$ cat src/rtl/pipeline_hazard_unit_if.sv
// Hazard unit bundle: decode-side request fields and hazard-unit control results.
// master = decode/pipeline side (drives id_*, flush_req, stall_ext); slave = hazard unit.
interface pipeline_hazard_unit_if #(
  parameter int REG_ADDR_W = 3,
  parameter int NUM_STAGES = 3
);
  localparam int SEL_W = $clog2(NUM_STAGES + 1);

  logic                  id_valid;
  logic [REG_ADDR_W-1:0] id_src1;
  logic [REG_ADDR_W-1:0] id_src2;
  logic                  id_src1_used;
  logic                  id_src2_used;
  logic [REG_ADDR_W-1:0] id_dst;
  logic                  id_reg_write;
  logic                  id_mem_read;
  logic                  flush_req;
  logic                  stall_ext;
  logic                  stall;
  logic                  bubble;
  logic                  flush_fd;
  logic [SEL_W-1:0]      fwd_sel1;
  logic [SEL_W-1:0]      fwd_sel2;
  logic [15:0]           stall_cnt;
  logic [15:0]           flush_cnt;

  modport master (
    output id_valid, id_src1, id_src2, id_src1_used, id_src2_used,
    output id_dst, id_reg_write, id_mem_read, flush_req, stall_ext,
    input  stall, bubble, flush_fd, fwd_sel1, fwd_sel2,
    input  stall_cnt, flush_cnt
  );

  modport slave (
    input  id_valid, id_src1, id_src2, id_src1_used, id_src2_used,
    input  id_dst, id_reg_write, id_mem_read, flush_req, stall_ext,
    output stall, bubble, flush_fd, fwd_sel1, fwd_sel2,
    output stall_cnt, flush_cnt
  );
endinterface

$ cat src/rtl/pipeline_hazard_unit.sv
// Hazard/forwarding controller: tracks writers in NUM_STAGES post-decode stages,
// drives fwd selects, load-use stall/bubble and flush. Ports: clk, reset_n, hz (slave).
// Optional HAZARD_STATS_EN builds saturating 16-bit stall/flush counters.
module pipeline_hazard_unit #(
  parameter int REG_ADDR_W = 3,
  parameter int NUM_STAGES = 3
) (
  input  logic                  clk,
  input  logic                  reset_n,
  pipeline_hazard_unit_if.slave hz
);
  localparam int N     = NUM_STAGES;
  localparam int SEL_W = $clog2(NUM_STAGES + 1);

  logic [N:1]            v_q, v_d;
  logic [N:1]            wr_q, wr_d;
  logic [N:1]            ld_q, ld_d;
  logic [REG_ADDR_W-1:0] dst_q [1:N];
  logic [REG_ADDR_W-1:0] dst_d [1:N];

  logic             m1, m2, lu;
  logic [SEL_W-1:0] sel1, sel2;

  assign m1 = hz.id_src1_used && (dst_q[1] == hz.id_src1);
  assign m2 = hz.id_src2_used && (dst_q[1] == hz.id_src2);
  assign lu = hz.id_valid && v_q[1] && ld_q[1] && wr_q[1] && (m1 || m2);

  // Scan from the far end so the nearest stage overwrites older hits.
  always_comb begin
    sel1 = '0;
    sel2 = '0;
    for (int k = N; k >= 1; k--) begin
      if (hz.id_valid && v_q[k] && wr_q[k]) begin
        if (hz.id_src1_used && dst_q[k] == hz.id_src1)
          sel1 = SEL_W'(k);
        if (hz.id_src2_used && dst_q[k] == hz.id_src2)
          sel2 = SEL_W'(k);
      end
    end
  end

  // Outputs forced low while reset is held, even for the pass-through terms.
  assign hz.stall    = reset_n && (lu || hz.stall_ext);
  assign hz.bubble   = reset_n && lu && !hz.stall_ext && !hz.flush_req;
  assign hz.flush_fd = reset_n && hz.flush_req && !hz.stall_ext;
  assign hz.fwd_sel1 = reset_n ? sel1 : '0;
  assign hz.fwd_sel2 = reset_n ? sel2 : '0;

  always_comb begin
    v_d   = v_q;
    wr_d  = wr_q;
    ld_d  = ld_q;
    dst_d = dst_q;
    if (!hz.stall_ext) begin
      for (int k = N; k >= 2; k--) begin
        v_d[k]   = v_q[k-1];
        wr_d[k]  = wr_q[k-1];
        ld_d[k]  = ld_q[k-1];
        dst_d[k] = dst_q[k-1];
      end
      if (hz.flush_req || lu) begin
        v_d[1]   = 1'b0;
        wr_d[1]  = 1'b0;
        ld_d[1]  = 1'b0;
        dst_d[1] = '0;
      end else begin
        v_d[1]   = hz.id_valid;
        wr_d[1]  = hz.id_reg_write;
        ld_d[1]  = hz.id_mem_read;
        dst_d[1] = hz.id_dst;
      end
    end
  end

  always_ff @(posedge clk or negedge reset_n) begin
    if (!reset_n) begin
      v_q  <= '0;
      wr_q <= '0;
      ld_q <= '0;
      for (int k = 1; k <= N; k++)
        dst_q[k] <= '0;
    end else begin
      v_q   <= v_d;
      wr_q  <= wr_d;
      ld_q  <= ld_d;
      dst_q <= dst_d;
    end
  end

`ifdef HAZARD_STATS_EN
  logic [15:0] stall_cnt_q, stall_cnt_d;
  logic [15:0] flush_cnt_q, flush_cnt_d;

  always_comb begin
    stall_cnt_d = stall_cnt_q;
    flush_cnt_d = flush_cnt_q;
    if (lu && stall_cnt_q != 16'hFFFF)
      stall_cnt_d = stall_cnt_q + 16'd1;
    if (hz.flush_fd && flush_cnt_q != 16'hFFFF)
      flush_cnt_d = flush_cnt_q + 16'd1;
  end

  always_ff @(posedge clk or negedge reset_n) begin
    if (!reset_n) begin
      stall_cnt_q <= '0;
      flush_cnt_q <= '0;
    end else begin
      stall_cnt_q <= stall_cnt_d;
      flush_cnt_q <= flush_cnt_d;
    end
  end

  assign hz.stall_cnt = stall_cnt_q;
  assign hz.flush_cnt = flush_cnt_q;
`else
  assign hz.stall_cnt = 16'h0000;
  assign hz.flush_cnt = 16'h0000;
`endif
endmodule

$ cat src/flat_wrapper.sv
// flat-port wrapper written by rule: the top's interface ports become plain ports
module pipeline_hazard_unit_flat 
#(
  parameter int REG_ADDR_W = 3,
  parameter int NUM_STAGES = 3
)
  (clk, reset_n, hz_id_valid, hz_id_src1, hz_id_src2, hz_id_src1_used, hz_id_src2_used, hz_id_dst, hz_id_reg_write, hz_id_mem_read, hz_flush_req, hz_stall_ext, hz_stall, hz_bubble, hz_flush_fd, hz_fwd_sel1, hz_fwd_sel2, hz_stall_cnt, hz_flush_cnt);
  pipeline_hazard_unit_if #(.REG_ADDR_W(REG_ADDR_W), .NUM_STAGES(NUM_STAGES)) hz_i ();
  input  logic clk;
  input  logic reset_n;
  input wire logic [$bits(hz_i.id_valid)-1:0] hz_id_valid;
  input wire logic [$bits(hz_i.id_src1)-1:0] hz_id_src1;
  input wire logic [$bits(hz_i.id_src2)-1:0] hz_id_src2;
  input wire logic [$bits(hz_i.id_src1_used)-1:0] hz_id_src1_used;
  input wire logic [$bits(hz_i.id_src2_used)-1:0] hz_id_src2_used;
  input wire logic [$bits(hz_i.id_dst)-1:0] hz_id_dst;
  input wire logic [$bits(hz_i.id_reg_write)-1:0] hz_id_reg_write;
  input wire logic [$bits(hz_i.id_mem_read)-1:0] hz_id_mem_read;
  input wire logic [$bits(hz_i.flush_req)-1:0] hz_flush_req;
  input wire logic [$bits(hz_i.stall_ext)-1:0] hz_stall_ext;
  output wire logic [$bits(hz_i.stall)-1:0] hz_stall;
  output wire logic [$bits(hz_i.bubble)-1:0] hz_bubble;
  output wire logic [$bits(hz_i.flush_fd)-1:0] hz_flush_fd;
  output wire logic [$bits(hz_i.fwd_sel1)-1:0] hz_fwd_sel1;
  output wire logic [$bits(hz_i.fwd_sel2)-1:0] hz_fwd_sel2;
  output wire logic [$bits(hz_i.stall_cnt)-1:0] hz_stall_cnt;
  output wire logic [$bits(hz_i.flush_cnt)-1:0] hz_flush_cnt;
  assign hz_i.id_valid = hz_id_valid;
  assign hz_i.id_src1 = hz_id_src1;
  assign hz_i.id_src2 = hz_id_src2;
  assign hz_i.id_src1_used = hz_id_src1_used;
  assign hz_i.id_src2_used = hz_id_src2_used;
  assign hz_i.id_dst = hz_id_dst;
  assign hz_i.id_reg_write = hz_id_reg_write;
  assign hz_i.id_mem_read = hz_id_mem_read;
  assign hz_i.flush_req = hz_flush_req;
  assign hz_i.stall_ext = hz_stall_ext;
  assign hz_stall = hz_i.stall;
  assign hz_bubble = hz_i.bubble;
  assign hz_flush_fd = hz_i.flush_fd;
  assign hz_fwd_sel1 = hz_i.fwd_sel1;
  assign hz_fwd_sel2 = hz_i.fwd_sel2;
  assign hz_stall_cnt = hz_i.stall_cnt;
  assign hz_flush_cnt = hz_i.flush_cnt;
  pipeline_hazard_unit #(.REG_ADDR_W(REG_ADDR_W), .NUM_STAGES(NUM_STAGES)) u_core (.clk(clk), .reset_n(reset_n), .hz(hz_i));
endmodule
$ cat config.mk
export PLATFORM = sky130hd
export DESIGN_NAME = pipeline_hazard_unit_flat
export DESIGN_NICKNAME = d
export VERILOG_FILES = /design/src/rtl/pipeline_hazard_unit_if.sv /design/src/rtl/pipeline_hazard_unit.sv /design/src/flat_wrapper.sv
export SDC_FILE = /design/constraint.sdc
export NUM_CORES = 1
export LEC_CHECK = 0
export CORE_UTILIZATION = 44
export DETAILED_ROUTE_END_ITERATION = 8
export HOLD_SLACK_MARGIN = 0.03
export PLACE_DENSITY = 0.95
export SYNTH_ARGS = -nofsm -noshare
export SYNTH_HDL_FRONTEND = slang
export SYNTH_SLANG_ARGS = --single-unit
$ cat constraint.sdc
create_clock -name clk -period 2.35 [get_ports clk]
set_input_delay 0.3525 -clock clk [delete_from_list [all_inputs] [get_ports clk]]
set_output_delay 0.3525 -clock clk [all_outputs]
set_load 0.005 [all_outputs]
==> flow_metrics.py <==
metrics = {
    "logic_synthesis": {
        "syn_avg_cell_area_um2": 9.63,
        "syn_area_um2": 1190,
        "synth_seq_cells": 16,
        "ys_warn_count": 0,
        "yosysSeqAreaShare_pct": 33.5,
        "ys_types": 25,
        "netlist_instances": 124,
    },
    "clocking": {
        "htreeDepth": 1,
        "cts_buffer_depth": 2,
        "cts_tree": "done",
        "clk_pin_slew_ns": 0.09,
        "cts_sinks": 16,
        "cts_buffers": 3,
        "worstSkewPairLatency_ns": 0.28,
        "cts_root_buf": "clkbuf_4",
    },
    "placement": {
        "dp_slack_ns": -0.253,
        "routabilityCongestion": 0.841,
        "portBuffers": 24,
        "hpwlAfterDp_mm": 1.93,
    },
    "sta": {
        "hold_slack_ns": 0.508,
        "finalCriticalPeriod_ns": 2.27,
        "finalHoldViolations": 0,
        "setup_slack_ns": 0.0751,
        "finClkSkew_ns": 0.00483,
        "slew_violations": 0,
        "min_period_over_period_pct": 96.8,
        "setup_viol": 0,
        "fmax_ghz": 0.440,
    },
    "critical_path": {
        "r2r-end": "u_core.dst_q[6]$_DFFE_PN0N_",
        "max_stage_delay_ns": 0.52,
        "critPathSlowestCell": "or4_4",
        "critical_path_required_ns": 2.00,
        "crit_path_start_kind": "flip-flop",
        "worst_setup_path_end_kind": "primary output",
        "ff2ff_setup_slack_ns": 0.94,
        "path_max_fanout": 2,
        "crit_path_cell_trace": "buf_4 -> xor2_1 -> or4_4 -> o22ai_2 -> and2_1 -> dlygate4sd2_1",
        "arrival_ns": 1.92,
        "path_class": "flip-flop to primary output",
        "reg2regPathDepth": 5,
        "regToRegStartpoint": "u_core.dst_q[6]$_DFFE_PN0N_",
    },
    "floorplan": {
        "start_util_pct": 47.3,
        "die_y_um": 54.1,
        "pin_count": 57,
        "die_w_um": 54.1,
        "core-area_um2": 2520,
        "row_count": 18,
        "dieArea_um2": 2930,
    },
    "hold_path": {
        "hold_depth": 2,
        "hold_class": "flip-flop to flip-flop",
        "holdCritStartpoint": "u_core.ld_q[1]$_DFFE_PN0N_",
        "whs_endpoint": "u_core.ld_q[1]$_DFFE_PN0N_",
    },
    "layout": {
        "final_common_cell": "conb_1",
        "syn_to_final_growth_pct": 26.3,
        "multi_input_area_um2": 668,
        "fillCellCount": 248,
        "nets": 185,
        "drive_gt1_share_pct": 21.7,
        "finish.utilization_pct": 59.8,
        "antenna_cells": 0,
        "regArea_um2": 402,
        "most-common-layout-cells": "conb_1, buf_4, dfrtp_1",
    },
    "global_routing": {
        "grt_max_degree": 17,
        "grtUsageTotal_pct": 18.5,
        "gr-total-overflow": 0,
        "antenna_found_initial": 0,
        "grt_pass1_wl_mm": 3.80,
        "grt_pass1_vias": 914,
    },
    "drt": {
        "drt_pass1_iterations": 4,
        "drc": 0,
        "vias": 921,
        "via_per_inst": 4.70,
        "ant_nets": 0,
        "drt_wl_total_mm": 2.44,
        "routedWlPerCell_um": 12.4,
        "drtIter0Drc": 15,
    },
    "power": {
        "ir_drop_mv": 0.373,
        "p_total_w": 0.000684,
        "leakage_nw": 0.749,
        "power_density_nw_per_um2": 453,
    },
    "job": {
        "cap_violations": 0,
    },
    "run_status": {
        "status": "complete, no violations",
    },
}
cells by family after synthesis:
family | after synthesis | synth area share (%)
buffers and inverters | 37 | 21.7
other | 1 | 0.314
flip-flops | 16 | 33.5
multiplexers | 10 | 9.43
AO/OA/AOI/OAI | 12 | 6.71
XOR/XNOR | 18 | 13.2
AND/OR/NAND/NOR | 30 | 15.1
area by class of cell:
cell class | instances | area share, %
clock buffer | 4 | 2.41
inverter | 3 | 0.747
multi-input combinational | 102 | 44.3
sequential | 16 | 26.6
tap | 30 | 2.49
timing repair buffer | 41 | 23.4
timing repair:
item                                    4_1_cts  5_1_grt
hold buffers                                  0        0
endpoints found under the setup margin        6        2
buffers inserted                              3        0
resized for setup                            15        3
pin swaps                                     6        0
metrics by stage:
| stage | cells | setup TNS, ns | cell area (µm²) |
|---|---|---|---|
| floorplan | 155 | 0 | 1310 |
| finish | 196 | 0 | 1510 |
| global placement | 189 | -1.31 | 1450 |
| detailed placement | 189 | -1.46 | 1450 |
| global route | 196 | -0.00105 | 1510 |
| CTS | 196 | 0 | 1500 |
metal layers:
metal / vias up / GRT usage, % / wire [µm]
met3: 6 / 1.69 / 133
met1: 428 / 20.5 / 962
li1: 445 / - / -
met4: 0 / 8.97 / 40
met5: - / 0 / 0
met2: 42 / 34.8 / 1300
how the worst max path moves through the flow:
| stage | from | endpoint | slack [ns] | cells past startpoint |
|---|---|---|---|---|
| 2_1_floorplan | u_core.dst_q[1]$_DFFE_PN0N_ | hz_fwd_sel2[1] | 0.67 | 4 |
| 3_3_place_gp | hz_id_valid | hz_fwd_sel1[1] | -0.24 | 6 |
| 3_5_place_dp | hz_id_valid | hz_fwd_sel1[1] | -0.25 | 6 |
| 4_1_cts | u_core.dst_q[1]$_DFFE_PN0N_ | hz_fwd_sel1[0] | 0.04 | 6 |
| 5_1_grt | u_core.dst_q[1]$_DFFE_PN0N_ | hz_fwd_sel1[1] | -0.001 | 6 |
| 6_report | u_core.dst_q[1]$_DFFE_PN0N_ | hz_fwd_sel1[0] | 0.08 | 6 |
registers in the layout, indices dropped and copies added, names as in the netlist:
register,cells
u_core.dst_q,9
u_core.v_q,3
u_core.wr_q,3
u_core.ld_q,1
cell usage after synthesis:
| cell type | number | share of area, % |
|---|---|---|
| clkbuf_1 | 2 | 0.63 |
| o41ai_1 | 3 | 2.2 |
| mux2_1 | 2 | 1.9 |
| or4_1 | 2 | 1.3 |
| a21oi_2 | 1 | 0.73 |
| xor2_1 | 12 | 8.8 |
| nor2_1 | 3 | 0.94 |
| dfrtp_1 | 16 | 34 |
| conb_1 | 1 | 0.31 |
| nand2_1 | 9 | 2.8 |
| o21a_1 | 1 | 0.63 |
| o21ai_0 | 2 | 0.84 |
| o21ai_1 | 3 | 1.3 |
| o22ai_1 | 2 | 1.0 |
| mux2_2 | 8 | 7.5 |
| nor4_2 | 2 | 2.1 |
| inv_1 | 3 | 0.94 |
| xnor2_1 | 6 | 4.4 |
| nor2b_1 | 2 | 1.0 |
| buf_4 | 32 | 20 |
| and3b_1 | 1 | 0.73 |
| nand3_1 | 1 | 0.42 |
| and4bb_1 | 1 | 1.0 |
| and2_1 | 2 | 1.0 |
| nand4_1 | 7 | 3.7 |
where the power goes:
group	internal [W]	switching (W)	total [W]
sequential	0.000305	0.0000328	0.000338
clock	0.0000942	0.0000791	0.000173
combinational	0.0000919	0.0000803	0.000172
total	0.000491	0.000192	0.000684
critical path: cells and delay by family (launching register included):
kind / cells / cell delay [ns]
flip-flops: 1 / 0.40
XOR/XNOR: 1 / 0.13
AND/OR/NAND/NOR: 2 / 0.65
AO/OA/AOI/OAI: 1 / 0.09
buffers and inverters: 2 / 0.37
No activity file was read; power rests on OpenSTA's default activity.
